File: config.mk
export PLATFORM = sky130hd
export DESIGN_NAME = mem_copy_dma
export DESIGN_NICKNAME = d
export VERILOG_FILES = /design/src/rtl/mem_copy_dma.sv
export SDC_FILE = /design/constraint.sdc
export NUM_CORES = 1
export LEC_CHECK = 0
export ABC_AREA = 0
export BUFFER_PORTS_ARGS = -buffer_cell sky130_fd_sc_hd__buf_4
export CAP_MARGIN = 20
export CORE_UTILIZATION = 30
export CTS_CLUSTER_DIAMETER = 120
export DETAILED_ROUTE_END_ITERATION = 16
export SLEW_MARGIN = 30
export SYNTH_ARGS = -nofsm -noshare
export SYNTH_HDL_FRONTEND = slang
export SYNTH_SLANG_ARGS = --single-unit
File: constraint.sdc
create_clock -name clk -period 6.9 [get_ports clk]
set_clock_uncertainty 0.05 [all_clocks]
set_input_delay 1.38 -clock clk [delete_from_list [all_inputs] [get_ports clk]]
set_output_delay 1.38 -clock clk [all_outputs]
set_load 0.02 [all_outputs]
File: src/rtl/mem_copy_dma.sv
// ---------------------------------------------------------------------------
// mem_copy_dma
//
// Purpose:
//   Word-copy DMA engine that takes the initiator side of the single-port
//   data memory. It copies a block of 32-bit words in ascending order from a
//   source byte address to a destination byte address. It uses the same
//   memory interface the processor drives: combinational read data, and a
//   write on the rising clock edge while mem_we is high. An external mux
//   hands the port to this engine whenever gnt is high.
//
// Ports:
//   clk        in   system clock, rising edge
//   reset      in   asynchronous, active-low reset
//   start      in   one-cycle copy request, honoured only while idle
//   src_addr   in   byte address of the first source word
//   dst_addr   in   byte address of the first destination word
//   length     in   number of words to copy (0 completes immediately)
//   gnt        in   memory port belongs to the DMA this cycle
//   busy       out  transfer in progress (READ, WRITE, FIN)
//   done       out  one-cycle completion pulse
//   err        out  one-cycle pulse: request rejected, address misaligned
//   mem_addr   out  byte address to data memory
//   mem_wdata  out  write data to data memory
//   mem_we     out  write enable to data memory, always gated by gnt
//   mem_rdata  in   combinational read data from data memory
// ---------------------------------------------------------------------------
module mem_copy_dma #(
    parameter int LEN_W     = 7,
    parameter int ADDR_STEP = 4
) (
    input  logic             clk,
    input  logic             reset,
    input  logic             start,
    input  logic [31:0]      src_addr,
    input  logic [31:0]      dst_addr,
    input  logic [LEN_W-1:0] length,
    input  logic             gnt,
    output logic             busy,
    output logic             done,
    output logic             err,
    output logic [31:0]      mem_addr,
    output logic [31:0]      mem_wdata,
    output logic             mem_we,
    input  logic [31:0]      mem_rdata
);

    localparam logic [31:0] STEP = 32'(ADDR_STEP);

    typedef enum logic [1:0] {
        IDLE  = 2'd0,
        READ  = 2'd1,
        WRITE = 2'd2,
        FIN   = 2'd3
    } state_t;

    state_t           state_q;
    logic [31:0]      src_q;
    logic [31:0]      dst_q;
    logic [31:0]      data_q;
    logic [LEN_W-1:0] count_q;
    logic             err_q;

    logic [31:0]      src_d;
    logic [31:0]      dst_d;
    logic [LEN_W-1:0] count_d;
    logic             misaligned;
    logic             last_word;

    // Pointer arithmetic is plain 32-bit and wraps modulo 2^32, so a block
    // starting at the top of the address space continues at address zero.
    assign src_d   = src_q + STEP;
    assign dst_d   = dst_q + STEP;
    assign count_d = count_q - LEN_W'(1);

    // A request is refused when either pointer is not word aligned.
    assign misaligned = (src_addr[1:0] != 2'b00) || (dst_addr[1:0] != 2'b00);

    // The write that retires the word with count 1 is the final one.
    assign last_word  = (count_q == LEN_W'(1));

    // Control FSM and datapath registers. A READ or WRITE only advances in a
    // cycle where the port is granted; otherwise every register holds, so a
    // stalled transfer resumes exactly where it stopped. Reset abandons any
    // transfer in flight without undoing the words already written.
    always_ff @(posedge clk or negedge reset) begin
        if (!reset) begin
            state_q <= IDLE;
            src_q   <= '0;
            dst_q   <= '0;
            data_q  <= '0;
            count_q <= '0;
            err_q   <= 1'b0;
        end else begin
            err_q <= 1'b0;
            case (state_q)
                IDLE: begin
                    if (start) begin
                        if (misaligned) begin
                            err_q <= 1'b1;
                        end else if (length == '0) begin
                            state_q <= FIN;
                        end else begin
                            src_q   <= src_addr;
                            dst_q   <= dst_addr;
                            count_q <= length;
                            state_q <= READ;
                        end
                    end
                end
                READ: begin
                    if (gnt) begin
                        data_q  <= mem_rdata;
                        state_q <= WRITE;
                    end
                end
                WRITE: begin
                    if (gnt) begin
                        src_q   <= src_d;
                        dst_q   <= dst_d;
                        count_q <= count_d;
                        state_q <= last_word ? FIN : READ;
                    end
                end
                FIN: begin
                    state_q <= IDLE;
                end
                default: begin
                    state_q <= IDLE;
                end
            endcase
        end
    end

    // Status outputs are decoded straight from registered state, so they are
    // glitch-free and done/err can never coincide (err only fires from IDLE).
    assign busy = (state_q != IDLE);
    assign done = (state_q == FIN);
    assign err  = err_q;

    // The write enable is gated by gnt combinationally so the DMA never writes
    // while the processor owns the port. Because it is decoded from state, an
    // asynchronous reset drops it immediately without waiting for a clock.
    assign mem_we    = (state_q == WRITE) && gnt;
    assign mem_wdata = data_q;

    // The address tracks the source pointer while reading and the destination
    // pointer while writing; it rests at zero otherwise.
    always_comb begin
        mem_addr = '0;
        case (state_q)
            READ:    mem_addr = src_q;
            WRITE:   mem_addr = dst_q;
            default: mem_addr = '0;
        endcase
    end

endmodule

==> results of run 1 <==
[placed cells by master (no fill, tap or decap), types with 6 or more instances in the layout]
cell | Yosys | routed
nand4_1 | 38 | 38
o21ai_1 | 22 | 22
dfrtp_1 | 106 | 106
o22ai_1 | 34 | 34
buf_4 | 1 | 182
o211ai_1 | 6 | 6
a31oi_1 | 13 | 13
nor3_1 | 9 | 9
a22oi_1 | 34 | 34
mux2_2 | 32 | 32
mux2i_1 | 6 | 6
and3_1 | 12 | 12
and2_1 | 10 | 9
clkbuf_16 | 0 | 9
nand2b_1 | 7 | 7
nor2b_1 | 31 | 31
nand2_1 | 25 | 25
inv_1 | 18 | 18
a21oi_1 | 45 | 45
and4_1 | 6 | 6
o2bb2ai_1 | 7 | 7
o21ai_0 | 21 | 21
a21o_1 | 9 | 9
o31ai_1 | 8 | 8
nor3b_1 | 6 | 6
ha_1 | 8 | 7
nand3_1 | 24 | 24
nor2_1 | 31 | 31
[worst min path at each step]
stage	startpoint	to	slack, ns	depth (start not counted)
floorplan	src_q[0]	src_q[0]	0.40	1
detailed placement	dst_q[1]	dst_q[1]	0.42	1
CTS	src_q[0]	src_q[0]	0.44	1
global placement	src_q[1]	src_q[1]	0.42	1
finish	src_q[0]	src_q[0]	0.45	1
global route	src_q[0]	src_q[0]	0.45	1
[cells by family (layout without fill, tap and decap cells)]
| logic type | Yosys count | count (layout) | synth area share (%) |
|---|---|---|---|
| AOI/OAI and AO/OA | 233 | 233 | 24.07 |
| and+or+nand+nor | 220 | 220 | 21.14 |
| DFF | 106 | 106 | 41.96 |
| buffers and inverters | 72 | 218 | 4.592 |
| muxes | 38 | 38 | 6.651 |
| adders and majority gates | 8 | 8 | 1.584 |
[worst max-delay path: cells and delay by family (launching register included)]
kind | cells | cell delay [ns]
AOI/OAI and AO/OA | 1 | 0.20
adders and majority gates | 1 | 0.47
buffers and inverters | 3 | 1.05
DFF | 1 | 0.42
and+or+nand+nor | 1 | 0.24
[power groups by stage]
| stage | Combinational [mW] | Sequential, mW | Clock, mW |
|---|---|---|---|
| floorplan | 1.50 | 1.31 | 0 |
| global placement | 2.28 | 1.33 | 0 |
| detailed placement | 2.30 | 1.34 | 0 |
| CTS | 2.30 | 1.33 | 0.529 |
| global route | 2.50 | 1.38 | 0.553 |
| finish | 2.30 | 1.33 | 0.515 |
[flip-flops by register name (all words and copies together), names as in the netlist]
name,count
count_q,7
state_q,2
src_q,32
err,1
dst_q,32
mem_wdata,32
[cells in the mapped netlist, types with 3 or more instances]
library cell,count
dfrtp_1,106
a21oi_1,45
nand4_1,38
a22oi_1,34
o22ai_1,34
mux2_2,32
nor2_1,31
nor2b_1,31
clkbuf_1,28
nand2_1,25
nand3_1,24
o21ai_1,22
o21ai_0,21
inv_1,18
a31oi_1,13
buf_2,13
and3_1,12
buf_1,11
and2_1,10
a21o_1,9
nor3_1,9
ha_1,8
o31ai_1,8
nand2b_1,7
o2bb2ai_1,7
and4_1,6
mux2i_1,6
nor3b_1,6
o211ai_1,6
a21boi_0,5
nor4_1,5
or4_1,5
a22o_1,4
a2bb2oi_1,4
a41oi_1,4
a31o_2,3
a32oi_1,3
nor4_4,3
o21a_1,3
o22a_1,3
[through the flow]
step	setup slack (ns)	power [mW]	util (%)	hold WS [ns]
after floorplan	3.554	2.809	-	0.4043
after detailed placement	2.625	3.636	38.31	0.4249
after global routing	2.494	4.437	39.72	0.4502
final	2.700	4.149	39.72	0.4461
after CTS	2.711	4.159	39.70	0.4433
after global placement	2.679	3.609	38.31	0.4195
[final cells by class]
type / instances / area [µm²] / area share [%]
clock buffers: 9 / 225.2 / 2.775
clock inverters: 7 / 58.81 / 0.7246
inverters: 19 / 71.32 / 0.8788
multi-input cells: 499 / 3392 / 41.80
flip-flops and latches: 106 / 2653 / 32.69
well taps: 270 / 337.8 / 4.163
repair buffers: 183 / 1378 / 16.98
[routing by layer]
| metal | global-route usage (%) | routed length (µm) | part of all wire [%] |
|---|---|---|---|
| met3 | 3.602 | 1381 | 6.7 |
| met1 | 25.69 | 9088 | 44 |
| met4 | 4.845 | 342 | 1.7 |
| met5 | 0 | 0 | 0 |
| met2 | 30.94 | 9828 | 48 |
==> out/results.md, run 1 <==
| Item | Reported | Unit |
| --- | --- | --- |
| Area of the mapped netlist | 0.006321 | mm² |
| Source of the critical timing path | state_q[0] | - |
| Power share of the combinational group | 55.5 | % |
| Routability-driven placement congestion ratio | 0.7877 | - |
| Hold-fix buffers, CTS | 0 | - |
| DR DRC count | 0 | - |
| Proportion of synthesized chip area in sequential cells | 41.96 | % |
| Hold Path Class | reg -> reg | - |
| Global-route wire length before repair | 31960 | µm |
| Tot GR Track Use | 18.97 | % |
| Setup slack of the most critical reg-to-reg path | 3.06 | ns |
| Cells traversed along the worst timing path | inv_1 -> ha_4 -> buf_4 -> a22oi_1 -> nor2b_1 -> buf_4 | - |
| Worst EP required | 5.47 | ns |
| Average size of a mapped cell | 9.337 | µm² |
| Count of input and output buffers | 174 | - |
| Final layout net count | 933 | - |
| Peak fanout along the critical path | 75 | - |
| Clock Sinks | 106 | - |
| Initial antenna violation count | 0 | - |
| Achievable Freq | 0.2381 | GHz |
| Clock network power share | 12.4 | % |
| Ratio of final minimum period to clock period | 60.87 | % |
| R2R Path End | dst_q[27] | - |
| Overflow left after global routing | 0 | - |
| Transition time at the pin with the least slew margin | 0.8630 | ns |
| Data arrival time of the critical path | 2.77 | ns |
| Total count of max-transition violations in the final report | 0 | - |
| Distinct cell type count after synthesis | 54 | - |
| Boundary pin count | 175 | - |
| Clock tree from TritonCTS | yes | - |
| Final Hold Violating Endpoints | 0 | - |
| Final setup TNS | 0 | ns |
| Cell-internal power | 2.151 | mW |
| Clock transition at the registers of the reported paths | 0.07 | ns |
| Maxcap violations | 0 | - |
| Synth Register Bits | 106 | - |
| Via count | 6075 | - |
| Async set-reset flop share out of synthesis | 100.0 | % |
| Cell with the largest stage delay on the worst path | buf_4 | - |
| Type of destination of the critical path | primary output | - |
| TritonCTS buffer count | 9 | - |
| Die span in x | 147.2 | µm |
| Net load switching power | 1.998 | mW |
| Pin count of the biggest net entering global routing | 76 | - |
| Core Region | 0.02043 | mm² |
| Initial detailed-routing violation count | 370 | - |
| Kind of critical path | reg -> out | - |
| Switching part of the total power | 48.15 | % |
| Run status | complete, no violations | - |
| Synth area leaders | dfrtp_1 (42%), mux2_2 (5.7%), a22oi_1 (4.0%) | - |
| Post-cts sizing count | 0 | - |
| Insertion delay of the later-clocked pin in the worst-skew pair | 0.36 | ns |
| Number of H-tree levels | 3 | - |
| Worst reg-to-reg path cell count | 8 | - |
| Setup repair after global routing missed its margin | false | - |
| Die height | 147.2 | µm |
| YS warnings | 0 | - |
| Final setup violating endpoints | 0 | - |
| Shortest clock period the worst path allows after layout | 4.200 | ns |
| Tightest slew margin relative to the limit | 42.47 | % |
| Crit path to | mem_addr[18] | - |
| Maximum ir drop on the vdd rail | 230.0 | µV |
| Post-detailed-route via-to-cell ratio | 5.558 | - |
| Synth Instances | 677 | - |
| Master cell of the clock root buffer | clkbuf_16 | - |
| Area of placed instances | 0.007828 | mm² |
| Filler instances | 2079 | - |
| Number of global-route vias before repair | 5656 | - |
| Leakage component of the power | 3.433 | nW |
| Final non-filler cell area | 0.008115 | mm² |
| Antenna-violating nets left | 0 | - |
| Starting utilization of the core area | 30.94 | % |
| Total die area | 0.02165 | mm² |
| # placed instances | 1077 | - |
| Antenna Cells | 0 | - |
| Launching point of the worst reg2reg path | state_q[0] | - |
| Fraction of synthesized cell area taken by the top area cell type | 41.96 | % |
| Synth Flop Type | dfrtp_1 | - |
| Sequential fraction of design power | 32.1 | % |
| Total routed wirelength | 20640 | µm |
| Count of TritonRoute iterations in the first routing pass | 5 | - |
| Post-synth net total | 792 | - |
| Number of standard cells in the final layout excluding fillers | 1093 | - |
| Power per standard cell area | 511.3 | mW/mm² |
| Startpoint type of the worst setup path | flip-flop | - |
| Growth of design area from synthesis to finish | 28.38 | % |
| Routed wire length per instance | 18.88 | µm |
| DP Wirelength | 14740 | µm |
| Maximum cell stage delay along the critical path | 0.74 | ns |
| Max clock buf depth | 2 | - |
| Share of post-route cells with drive strength above 1 | 30.13 | % |
| Row count | 52 | - |
| Buffer count from post-CTS setup fixing | 0 | - |
| Biggest area consumer among synthesized cells | dfrtp_1 | - |
| Number of flops mapped to enable cells by yosys | 0 | - |
| Most used cell, CP | buf_4 | - |
No activity file was read; power rests on OpenSTA's default activity.
==> run 2, diff against run 1 <==
ABC_AREA = 1   (was 0)
clock period = 3.9 ns   (was 6.9 ns; I/O delays follow)
==> run 2 against run 1 <==
Compared with the run above: utilization shrank 0.53 points; worst hold slack worse by 0.026 ns; die area is 11% higher; sequential cell count is the same; register-to-register slack worse by 1.9 ns; critical endpoint is now mem_addr[31]; largest cell class unchanged; largest power group unchanged.
==> out/results.md, run 2 <==
| Item | Reported | Unit | vs previous |
| --- | --- | --- | --- |
| Row count | 55 | - | +5.8% |
| Buffer count from post-CTS setup fixing | 0 | - | unchanged |
| Biggest area consumer among synthesized cells | dfrtp_1 | - |  |
| Post-cts sizing count | 0 | - | unchanged |
| Starting utilization of the core area | 30.89 | % | -0.054 points |
| Number of H-tree levels | 3 | - | unchanged |
| Synth Flop Type | dfrtp_1 | - |  |
| Most frequent standard cell in the layout excluding fill and tap cells | nand2_1 | - |  |
| Routed wire length per instance | 14.49 | µm | -23% |
| # placed instances | 1527 | - | +42% |
| Total routed wirelength | 22360 | µm | +8.3% |
| Number of global-route vias before repair | 6993 | - | +24% |
| Core Region | 0.02285 | mm² | +12% |
| Launching point of the worst reg2reg path | state_q[0] | - |  |
| Synth area leaders | dfrtp_1 (38%), nand2_1 (25%), nor2_1 (6.8%) | - |  |
| Initial detailed-routing violation count | 568 | - | +54% |
| Antenna Cells | 0 | - | unchanged |
| Commonest cells after routing, fill and taps aside | nand2_1 (463), buf_4 (178), nor2_1 (127) | - |  |
| Fraction of synthesized cell area taken by the top area cell type | 37.59 | % | -4.4 points |
| Commonest cells post-synth | nand2_1 (463), nor2_1 (127), dfrtp_1 (106) | - |  |
| Post-detailed-route via-to-cell ratio | 4.710 | - | -15% |
| Source of the critical timing path | state_q[0] | - |  |
| Clock Sinks | 106 | - | unchanged |
| Area of the mapped netlist | 0.007057 | mm² | +12% |
| Master cell of the clock root buffer | clkbuf_16 | - |  |
| Setup repair after global routing missed its margin | false | - |  |
| Count of input and output buffers | 174 | - | unchanged |
| Number of flops mapped to enable cells by yosys | 0 | - | unchanged |
| Maximum ir drop on the vdd rail | 440.6 | µV | +92% |
| Data arrival time of the critical path | 2.36 | ns | -0.41 ns |
| Growth of design area from synthesis to finish | 26.88 | % |  |
| Endpoint of the worst hold path | src_q[1] | - |  |
| Insertion delay of the later-clocked pin in the worst-skew pair | 0.35 | ns | about the same |
| Startpoint of the lowest-slack hold path | src_q[1] | - |  |
| Worst reg-to-reg path cell count | 8 | - | unchanged |
| Cells traversed along the worst timing path | inv_1 -> ha_4 -> buf_12 -> nand2_1 -> a21oi_1 -> buf_4 | - |  |
| Shortest clock period the worst path allows after layout | 3.191 | ns |  |
| Transition time at the pin with the least slew margin | 0.6920 | ns | -0.1710 ns |
| Die height | 155.4 | µm | +5.6% |
| Overflow left after global routing | 0 | - | unchanged |
| Hold Path Class | reg -> reg | - |  |
| Total count of max-transition violations in the final report | 0 | - | unchanged |
| Total die area | 0.02414 | mm² | +11% |
| YS warnings | 0 | - | unchanged |
| Boundary pin count | 175 | - | unchanged |
| DR DRC count | 0 | - | unchanged |
| Maximum cell stage delay along the critical path | 0.52 | ns | -0.22 ns |
| Number of standard cells in the final layout excluding fillers | 1543 | - | +41% |
| Ratio of final minimum period to clock period | 81.81 | % |  |
| Die span in x | 155.4 | µm | +5.6% |
| Startpoint type of the worst setup path | flip-flop | - |  |
| Power per standard cell area | 707.4 | mW/mm² | +38% |
| Final setup violating endpoints | 0 | - | unchanged |
| Distinct cell type count after synthesis | 32 | - | -41% |
| Post-synth net total | 1191 | - | +50% |
| Via count | 7267 | - | +20% |
| Final layout net count | 1340 | - | +44% |
| Max clock buf depth | 2 | - | unchanged |
| Final Hold Violating Endpoints | 0 | - | unchanged |
| Kind of critical path | reg -> out | - |  |
| Proportion of synthesized chip area in sequential cells | 37.59 | % | -4.4 points |
| Clock tree from TritonCTS | yes | - |  |
| Leakage component of the power | 4.307 | nW | +25% |
| Worst EP required | 3.07 | ns | -2.40 ns |
| Setup slack of the most critical reg-to-reg path | 1.12 | ns | -1.94 ns |
| Most instantiated library cell after synthesis | nand2_1 | - |  |
| Count of TritonRoute iterations in the first routing pass | 5 | - | unchanged |
| Pin count of the biggest net entering global routing | 107 | - | +41% |
| Cell with the largest stage delay on the worst path | ha_4 | - |  |
| Clock transition at the registers of the reported paths | 0.08 | ns | about the same |
| Global-route wire length before repair | 36070 | µm | +13% |
| TritonCTS buffer count | 9 | - | unchanged |
| Min-Delay Path Depth | 2 | - | +1 |
| Peak fanout along the critical path | 51 | - | -32% |
| Antenna-violating nets left | 0 | - | unchanged |
| Run status | complete, no violations | - |  |
| Tot GR Track Use | 18.91 | % | -0.062 points |
| Hold-fix buffers, CTS | 0 | - | unchanged |
| Tightest slew margin relative to the limit | 53.82 | % | +11 points |
| Share of post-route cells with drive strength above 1 | 20.81 | % | -9.3 points |
| Synth Register Bits | 106 | - | unchanged |
| Type of destination of the critical path | primary output | - |  |
| Filler instances | 2488 | - | +20% |
| Maxcap violations | 0 | - | unchanged |
| Average size of a mapped cell | 6.558 | µm² | -30% |
| Initial antenna violation count | 1 | - | +1 |
| Achievable Freq | 0.3134 | GHz |  |
| Final setup TNS | 0 | ns | unchanged |
| R2R Path End | dst_q[24] | - |  |
| Area occupied by registers | 0.002653 | mm² | unchanged |
| Async set-reset flop share out of synthesis | 100.0 | % | unchanged |
| Routability-driven placement congestion ratio | 0.8838 | - | +12% |
| DP Wirelength | 16650 | µm | +13% |
| Multi-input gate area in the final layout | 0.003929 | mm² | +16% |
| Synth Instances | 1076 | - | +59% |
## run 2: worst max-delay path, delay by kind of cell, from the launching register on
kind | cells | cell delay [ns]
simple gates | 1 | 0.13
fa+ha+maj | 1 | 0.52
compound gates | 1 | 0.26
buf+inv | 3 | 0.64
flops | 1 | 0.41
## run 2: cell type report
cell class,instances,share of cell area (%)
clock buffers,9,2.515
multi-input cells,854,43.88
inverters,73,3.088
repair buffers,181,15.60
flip-flops and latches,106,29.63
well taps,313,4.374
clock inverters,7,0.9223
## run 2: logic make-up (layout without fill, tap and decap cells)
kind of cell	count (synthesis)	after routing	share of synthesized area (%)
xor+xnor	3	3	0.3724
simple gates	719	719	41.60
mux	32	32	5.106
fa+ha+maj	8	8	1.418
buf+inv	116	270	6.915
compound gates	92	92	7.004
flops	106	106	37.59
## run 2: worst max-delay path by stage
stage / cells past startpoint / to / slack (ns)
global placement: 5 / mem_addr[12] / 1.06
detailed placement: 5 / mem_addr[12] / 1.05
finish: 6 / mem_addr[31] / 0.71
CTS: 5 / mem_addr[12] / 0.64
floorplan: 7 / mem_addr[0] / 1.45
global route: 6 / mem_addr[31] / 0.56
## run 2: stage by stage
step / total power, mW / setup WS [ns] / hold slack (ns) / util, % / instance area, µm²
final: 6.333 / 0.7095 / 0.4205 / 39.19 / 8954
after global placement: 5.303 / 1.061 / 0.4013 / 37.84 / 8646
after global routing: 6.881 / 0.5561 / 0.4487 / 39.19 / 8954
after CTS: 6.382 / 0.6436 / 0.4232 / 39.19 / 8954
after floorplan: 4.241 / 1.451 / 0.3860 / - / 7057
after detailed placement: 5.383 / 1.050 / 0.4018 / 37.84 / 8646
## run 2: per-layer routing
layer	vias to the layer above	track usage, %	wire length [µm]
met5	-	0	13
met4	2	3.501	166
met3	13	3.928	1546
met2	200	30.71	10220
met1	3359	25.99	10420
li1	3693	-	-
## run 2: power by group
part	internal, mW	switching [mW]
clock network	0.511	0.470
registers	1.63	0.585
logic	1.20	1.94
total	3.33	3.00
